[src/rtl/code_lock_pkg.sv]
// Shared types and constants for the serial code lock.
// State encoding is visible on the state output port, so the values here are fixed.
package code_lock_pkg;

    localparam int STATE_W = 2;
    localparam int FAIL_W  = 4;
    localparam int TIMER_W = 16;

    localparam logic [FAIL_W-1:0] FAIL_SAT = 4'd15;

    typedef enum logic [STATE_W-1:0] {
        LOCKED   = 2'd0,
        UNLOCKED = 2'd1,
        LOCKOUT  = 2'd2
    } state_t;

    // A keypad bit is valid only when exactly one of the two bit lines is high.
    function automatic logic bit_valid(input logic zero, input logic one);
        return zero ^ one;
    endfunction

endpackage

[src/rtl/code_lock_fsm_lockout_timer.sv]
// Down-counter that holds the lock in LOCKOUT for a fixed number of cycles.
// done pulses combinationally on the cycle whose edge brings the count to zero.
module lockout_timer
    import code_lock_pkg::*;
#(
    parameter int unsigned CYCLES = 16
) (
    input  logic clk,
    input  logic rst_n,
    input  logic load,
    input  logic count,
    output logic done
);

    logic [TIMER_W-1:0] cnt_q;

    always_ff @(posedge clk or negedge rst_n) begin
        if (!rst_n) begin
            cnt_q <= '0;
        end else if (load) begin
            cnt_q <= TIMER_W'(CYCLES);
        end else if (count && (cnt_q != '0)) begin
            cnt_q <= cnt_q - 1'b1;
        end
    end

    assign done = count && (cnt_q == TIMER_W'(1));

endmodule

[src/rtl/code_lock_fsm.sv]
// Serial code lock: bits are keyed in one per cycle and compared as a whole entry.
// Lockout after repeated failures exists only when CODE_LOCK_LOCKOUT_EN is defined.
module code_lock_fsm
    import code_lock_pkg::*;
#(
    parameter int unsigned         CODE_LEN       = 5,
    parameter logic [CODE_LEN-1:0] DEFAULT_CODE   = 5'b01011,
    parameter int unsigned         MAX_FAILS      = 3,
    parameter int unsigned         LOCKOUT_CYCLES = 16
) (
    input  logic                          clk,
    input  logic                          rst_n,
    input  logic                          zero,
    input  logic                          one,
    input  logic                          relock,
    input  logic                          prog_en,
    input  logic [CODE_LEN-1:0]           prog_code,
    output logic                          unlocked,
    output logic                          alarm,
    output logic [STATE_W-1:0]            state,
    output logic [$clog2(CODE_LEN+1)-1:0] bit_cnt,
    output logic [FAIL_W-1:0]             fail_cnt
);

    // state    | meaning
    // ---------+-----------------------------------------------------
    // LOCKED   | collecting bits; full entry compared on the last bit
    // UNLOCKED | bits ignored; code may be reprogrammed; relock exits
    // LOCKOUT  | all inputs ignored until the lockout timer expires

    localparam int BW = $clog2(CODE_LEN + 1);

    if (CODE_LEN < 2 || CODE_LEN > 16) begin : g_bad_code_len
        $error("CODE_LEN must be in 2..16");
    end
    if (MAX_FAILS < 1 || MAX_FAILS > 15) begin : g_bad_max_fails
        $error("MAX_FAILS must be in 1..15");
    end
    if (LOCKOUT_CYCLES < 1 || LOCKOUT_CYCLES > 65535) begin : g_bad_lockout
        $error("LOCKOUT_CYCLES must be in 1..65535");
    end

    state_t                state_q, state_d;
    logic [BW-1:0]         bit_cnt_q, bit_cnt_d;
    logic [FAIL_W-1:0]     fail_q, fail_d;
    logic [CODE_LEN-1:0]   entry_q, entry_d;
    logic [CODE_LEN-1:0]   code_q, code_d;
    logic                  unlocked_q;
    logic                  alarm_q;

    logic                  in_valid;
    logic                  last_bit;
    logic [CODE_LEN-1:0]   full_entry;
    logic [FAIL_W-1:0]     fail_inc;

`ifdef CODE_LOCK_LOCKOUT_EN
    logic timer_load;
    logic timer_done;

    lockout_timer #(
        .CYCLES (LOCKOUT_CYCLES)
    ) u_lockout_timer (
        .clk   (clk),
        .rst_n (rst_n),
        .load  (timer_load),
        .count (state_q == LOCKOUT),
        .done  (timer_done)
    );
`endif

    assign in_valid   = bit_valid(zero, one);
    assign last_bit   = (bit_cnt_q == BW'(CODE_LEN - 1));
    assign full_entry = {entry_q[CODE_LEN-2:0], one};
    assign fail_inc   = (fail_q == FAIL_SAT) ? fail_q : fail_q + 1'b1;

    always_comb begin
        state_d   = state_q;
        bit_cnt_d = bit_cnt_q;
        fail_d    = fail_q;
        entry_d   = entry_q;
        code_d    = code_q;
`ifdef CODE_LOCK_LOCKOUT_EN
        timer_load = 1'b0;
`endif
        case (state_q)
            LOCKED: begin
                // relock wins over a simultaneous bit: the attempt is abandoned, not failed
                if (relock) begin
                    bit_cnt_d = '0;
                end else if (in_valid) begin
                    entry_d = full_entry;
                    if (last_bit) begin
                        bit_cnt_d = '0;
                        if (full_entry == code_q) begin
                            state_d = UNLOCKED;
                            fail_d  = '0;
                        end else begin
                            fail_d = fail_inc;
`ifdef CODE_LOCK_LOCKOUT_EN
                            if (fail_inc == FAIL_W'(MAX_FAILS)) begin
                                state_d    = LOCKOUT;
                                timer_load = 1'b1;
                            end
`endif
                        end
                    end else begin
                        bit_cnt_d = bit_cnt_q + 1'b1;
                    end
                end
            end
            UNLOCKED: begin
                if (prog_en) begin
                    code_d = prog_code;
                end
                if (relock) begin
                    state_d   = LOCKED;
                    bit_cnt_d = '0;
                end
            end
            LOCKOUT: begin
`ifdef CODE_LOCK_LOCKOUT_EN
                if (timer_done) begin
                    state_d   = LOCKED;
                    fail_d    = '0;
                    bit_cnt_d = '0;
                end
`else
                state_d = LOCKED;
`endif
            end
            default: begin
                state_d   = LOCKED;
                bit_cnt_d = '0;
            end
        endcase
    end

    always_ff @(posedge clk or negedge rst_n) begin
        if (!rst_n) begin
            state_q    <= LOCKED;
            bit_cnt_q  <= '0;
            fail_q     <= '0;
            entry_q    <= '0;
            code_q     <= DEFAULT_CODE;
            unlocked_q <= 1'b0;
            alarm_q    <= 1'b0;
        end else begin
            state_q    <= state_d;
            bit_cnt_q  <= bit_cnt_d;
            fail_q     <= fail_d;
            entry_q    <= entry_d;
            code_q     <= code_d;
            unlocked_q <= (state_d == UNLOCKED);
            alarm_q    <= (state_d == LOCKOUT);
        end
    end

    assign state    = state_q;
    assign unlocked = unlocked_q;
    assign bit_cnt  = bit_cnt_q;
    assign fail_cnt = fail_q;
`ifdef CODE_LOCK_LOCKOUT_EN
    assign alarm    = alarm_q;
`else
    assign alarm    = 1'b0;
`endif

endmodule
[config.mk]
export PLATFORM = sky130hd
export DESIGN_NAME = code_lock_fsm
export DESIGN_NICKNAME = d
export VERILOG_FILES = /design/src/rtl/code_lock_pkg.sv /design/src/rtl/code_lock_fsm_lockout_timer.sv /design/src/rtl/code_lock_fsm.sv
export SDC_FILE = /design/constraint.sdc
export NUM_CORES = 1
export LEC_CHECK = 0
export ABC_AREA = 1
export CAP_MARGIN = 10
export CORE_MARGIN = 2
export CORE_UTILIZATION = 40
export CTS_BUF_LIST = sky130_fd_sc_hd__clkbuf_8
export DETAILED_ROUTE_END_ITERATION = 12
export GPL_TIMING_DRIVEN = 0
export PLACE_DENSITY_LB_ADDON = 0.05
export SLEW_MARGIN = 25
export SYNTH_ARGS = -nofsm -noshare
export SYNTH_HDL_FRONTEND = slang
export SYNTH_SLANG_ARGS = --single-unit
export TNS_END_PERCENT = 100
[constraint.sdc]
create_clock -name clk -period 1.2 [get_ports clk]
set_input_delay 0.3 -clock clk [delete_from_list [all_inputs] [get_ports clk]]
set_output_delay 0.3 -clock clk [all_outputs]
set_load 0.03 [all_outputs]
==> out/metrics.yaml <==
status: "complete, but fails checks"
violations: "negative setup slack"
worst_slew_pin_slew_ps: 886
synth-adder-area-share_pct: 3.63
regToRegStartpoint: "state[1]$_DFF_PN0_"
fmax_mhz: 793
layout-drive-gt1-share_pct: 41.2
fill_cells: 233
die_w_um: 54.9
die_h_um: 54.9
start_util_pct: 42.2
rsz0062_at_grt: "yes"
clock_sinks: 19
dr.pass1.iters: 4
cap_violations: 0
period_minus_slack_ps: 1260
ys_warn_count: 0
globalplace.congestion: 0.697
timing.rr.end: "fail_cnt[2]$_DFFE_PN0P_"
cts_max_level: 1
synth_top_family_by_area: "simple AND/OR/NAND/NOR gates"
gr-total-overflow: 0
clockBufferDepth: 2
via_per_inst: 4.71
hpwl_um: 1500
p_per_area_mw_per_mm2: 974
detail_route.wl_per_cell_um: 11.0
drcViolationCount: 0
hold_viol_final: 0
globalRouteTotalUtil_pct: 16.1
use_met2_pct: 27.0
wl_um: 2150
synthesis.area_mm2: 0.00103
leakage_nw: 0.761
worst_ep_arrival_time_ps: 1410
maxSlewViolCount: 0
num_rows: 18
fin_crit_sh_pct: 105
use_met1_pct: 19.0
cts_root_buf: "clkbuf_8"
gr-max-usage-layer: "met2"
critPathKind: "flip-flop to flip-flop"
tritoncts: "built"
grt_start_max_net_pins: 20
multiInputGateArea_um2: 573
regArea_um2: 488
cts_buffers: 3
rr_worst_depth: 6
drt_iter0_markers: 6
final_nets: 180
hp-class: "input port to asynchronous set/reset pin"
syn_inst: 130
peakVddDrop_v: 0.000722
num_vias: 919
grt_antenna_before_repair: 0
avgSynthCellArea_um2: 7.96
yosysSeqAreaShare_pct: 46.3
crit_fanout: 6
ys_ff_latch: 19
finalSetupViolCount: 4
io_pins: 22
area_growth_pct: 44.3
cts.clk_slew.worst_paths_ps: 70
met3_usage_pct: 5.74
synth_compound_area_share_pct: 7.98
skew_ps: 1.24
dieArea_mm2: 0.00301
synthDistinctLibCells: 25
io_buffer_count: 20
first_global_vias: 782
antenna_left: 0
core-area_mm2: 0.00245
clock_latency_ps: 250
cp-start-kind: "flip-flop"
diodes: 0
finalWorstSetupSlack_ps: -61.5
max-slew-margin-rel_pct: 40.9
grt_pass1_wl_um: 3380
synth_xor_area_share_pct: 1.69
synth-simple-area-share_pct: 29.1
dp.cells: 181
synthMuxAreaShare_pct: 2.18
cp-end-kind: "flip-flop"
hold_slack_ps: 278
reg2reg_slack_ps: -60
fin_cells: 195
required_ps: 1350
==> cells in the final DEF, fill, tap and decap left out, types with 2 or more instances in the layout <==
cell / instances
nand3_1: 3
a21oi_1: 3
dfrtp_1: 9
dlygate4sd2_1: 3
clkbuf_8: 3
dfstp_2: 3
nand2_2: 4
dfrtp_2: 7
nor2_1: 8
clkdlybuf4s50_1: 6
mux2_2: 2
nand3_2: 5
inv_1: 16
buf_2: 4
inv_2: 4
nand2_4: 2
conb_1: 2
buf_6: 4
buf_4: 13
o21ai_0: 4
nor2_4: 4
inv_4: 3
ha_4: 2
nand2_1: 32
nor2_2: 3
o21ai_1: 4
==> Yosys cell counts, drive strengths merged <==
master	number	share of area, %
inv	22	8.0
conb	1	0.36
buf	1	0.73
ha	3	3.6
xnor2	1	0.85
nand4	2	1.8
dfrtp	16	39
xor2	1	0.85
mux2	2	2.2
nor2	15	6.9
o21bai	1	0.73
dfstp	3	7.6
o21ai	9	4.4
or2	1	0.60
nand3	9	5.3
nand2	38	15
o31ai	2	1.5
a21oi	3	1.5
==> how the worst max path moves through the flow <==
stage | start | end | slack, ps | cells after the start
2_1_floorplan | bit_cnt[1]$_DFFE_PN0P_ | fail_cnt[3]$_DFFE_PN0P_ | -110 | 9
6_report | state[1]$_DFF_PN0_ | fail_cnt[2]$_DFFE_PN0P_ | -60 | 6
3_3_place_gp | one | fail_cnt[2]$_DFFE_PN0P_ | -550 | 8
4_1_cts | bit_cnt[0]$_DFFE_PN0P_ | fail_cnt[0]$_DFFE_PN0P_ | -50 | 9
3_5_place_dp | one | fail_cnt[2]$_DFFE_PN0P_ | -560 | 8
5_1_grt | state[0]$_DFF_PN0_ | fail_cnt[0]$_DFFE_PN0P_ | -120 | 8
==> sequential cells by signal, summed over array words and instances, names as in the netlist <==
signal	cells
fail_cnt	4
unlocked	1
bit_cnt	3
state	2
code_q	5
entry_q	4
==> layer usage <==
layer,wire [um],vias up
met2,1060,19
met1,961,422
met3,120,2
met4,10,0
met5,0,-
li1,-,476
==> cell families (layout without fill, tap and decap cells) <==
family                   count (synthesis)  count (layout)
multiplexers                             2               2
adder cells (fa/ha/maj)                  3               3
flip-flops                              19              19
other                                    1               2
XOR/XNOR                                 2               2
AO/OA/AOI/OAI                           15              15
AND/OR/NAND/NOR                         65              65
buffers and inverters                   23              57
==> worst max-delay path: stages (launching register included) <==
cell and delay, ps:
dfrtp_2 450, nor2_2 130, nand2_1 100, nor2_4 180, nand4_2 120, nor2_2 140, nor2_2 40
==> per-stage QoR <==
step	setup slack (ps)	instance area [um2]	util, %	TNS (ps)	total power [mW]
global route	-122	1490	60.8	-764	1.54
global placement	-545	1330	54.0	-12560	0.989
detailed placement	-560	1330	54.0	-12820	0.998
CTS	-54.2	1390	56.6	-230	1.45
floorplan	-112	1090	-	-350	0.896
finish	-61.5	1490	60.8	-154	1.45
==> layout make-up <==
class / count / share of cell area (%)
multi-input cells: 89 / 38.4
flip-flops and latches: 19 / 32.7
repair buffers: 30 / 16.8
inverters: 22 / 6.04
clock buffers: 3 / 2.77
well taps: 30 / 2.51
plain buffers: 1 / 0.503
clock inverters: 1 / 0.251
==> what timing repair did <==
item,4_1_cts,5_1_grt
hold buffers,0,0
resized for setup,64,27
endpoints found under the setup margin,29,20
pin swaps,8,5
buffers inserted,6,4
==> power by group <==
| group | leakage (nW) | switching, mW | total [mW] | internal [mW] |
|---|---|---|---|---|
| logic | 0.518 | 0.161 | 0.284 | 0.124 |
| clock network | 0.0269 | 0.210 | 0.437 | 0.228 |
| registers | 0.216 | 0.0388 | 0.732 | 0.693 |
| total | 0.761 | 0.409 | 1.45 | 1.04 |
Power figures use the tool's default switching activity.
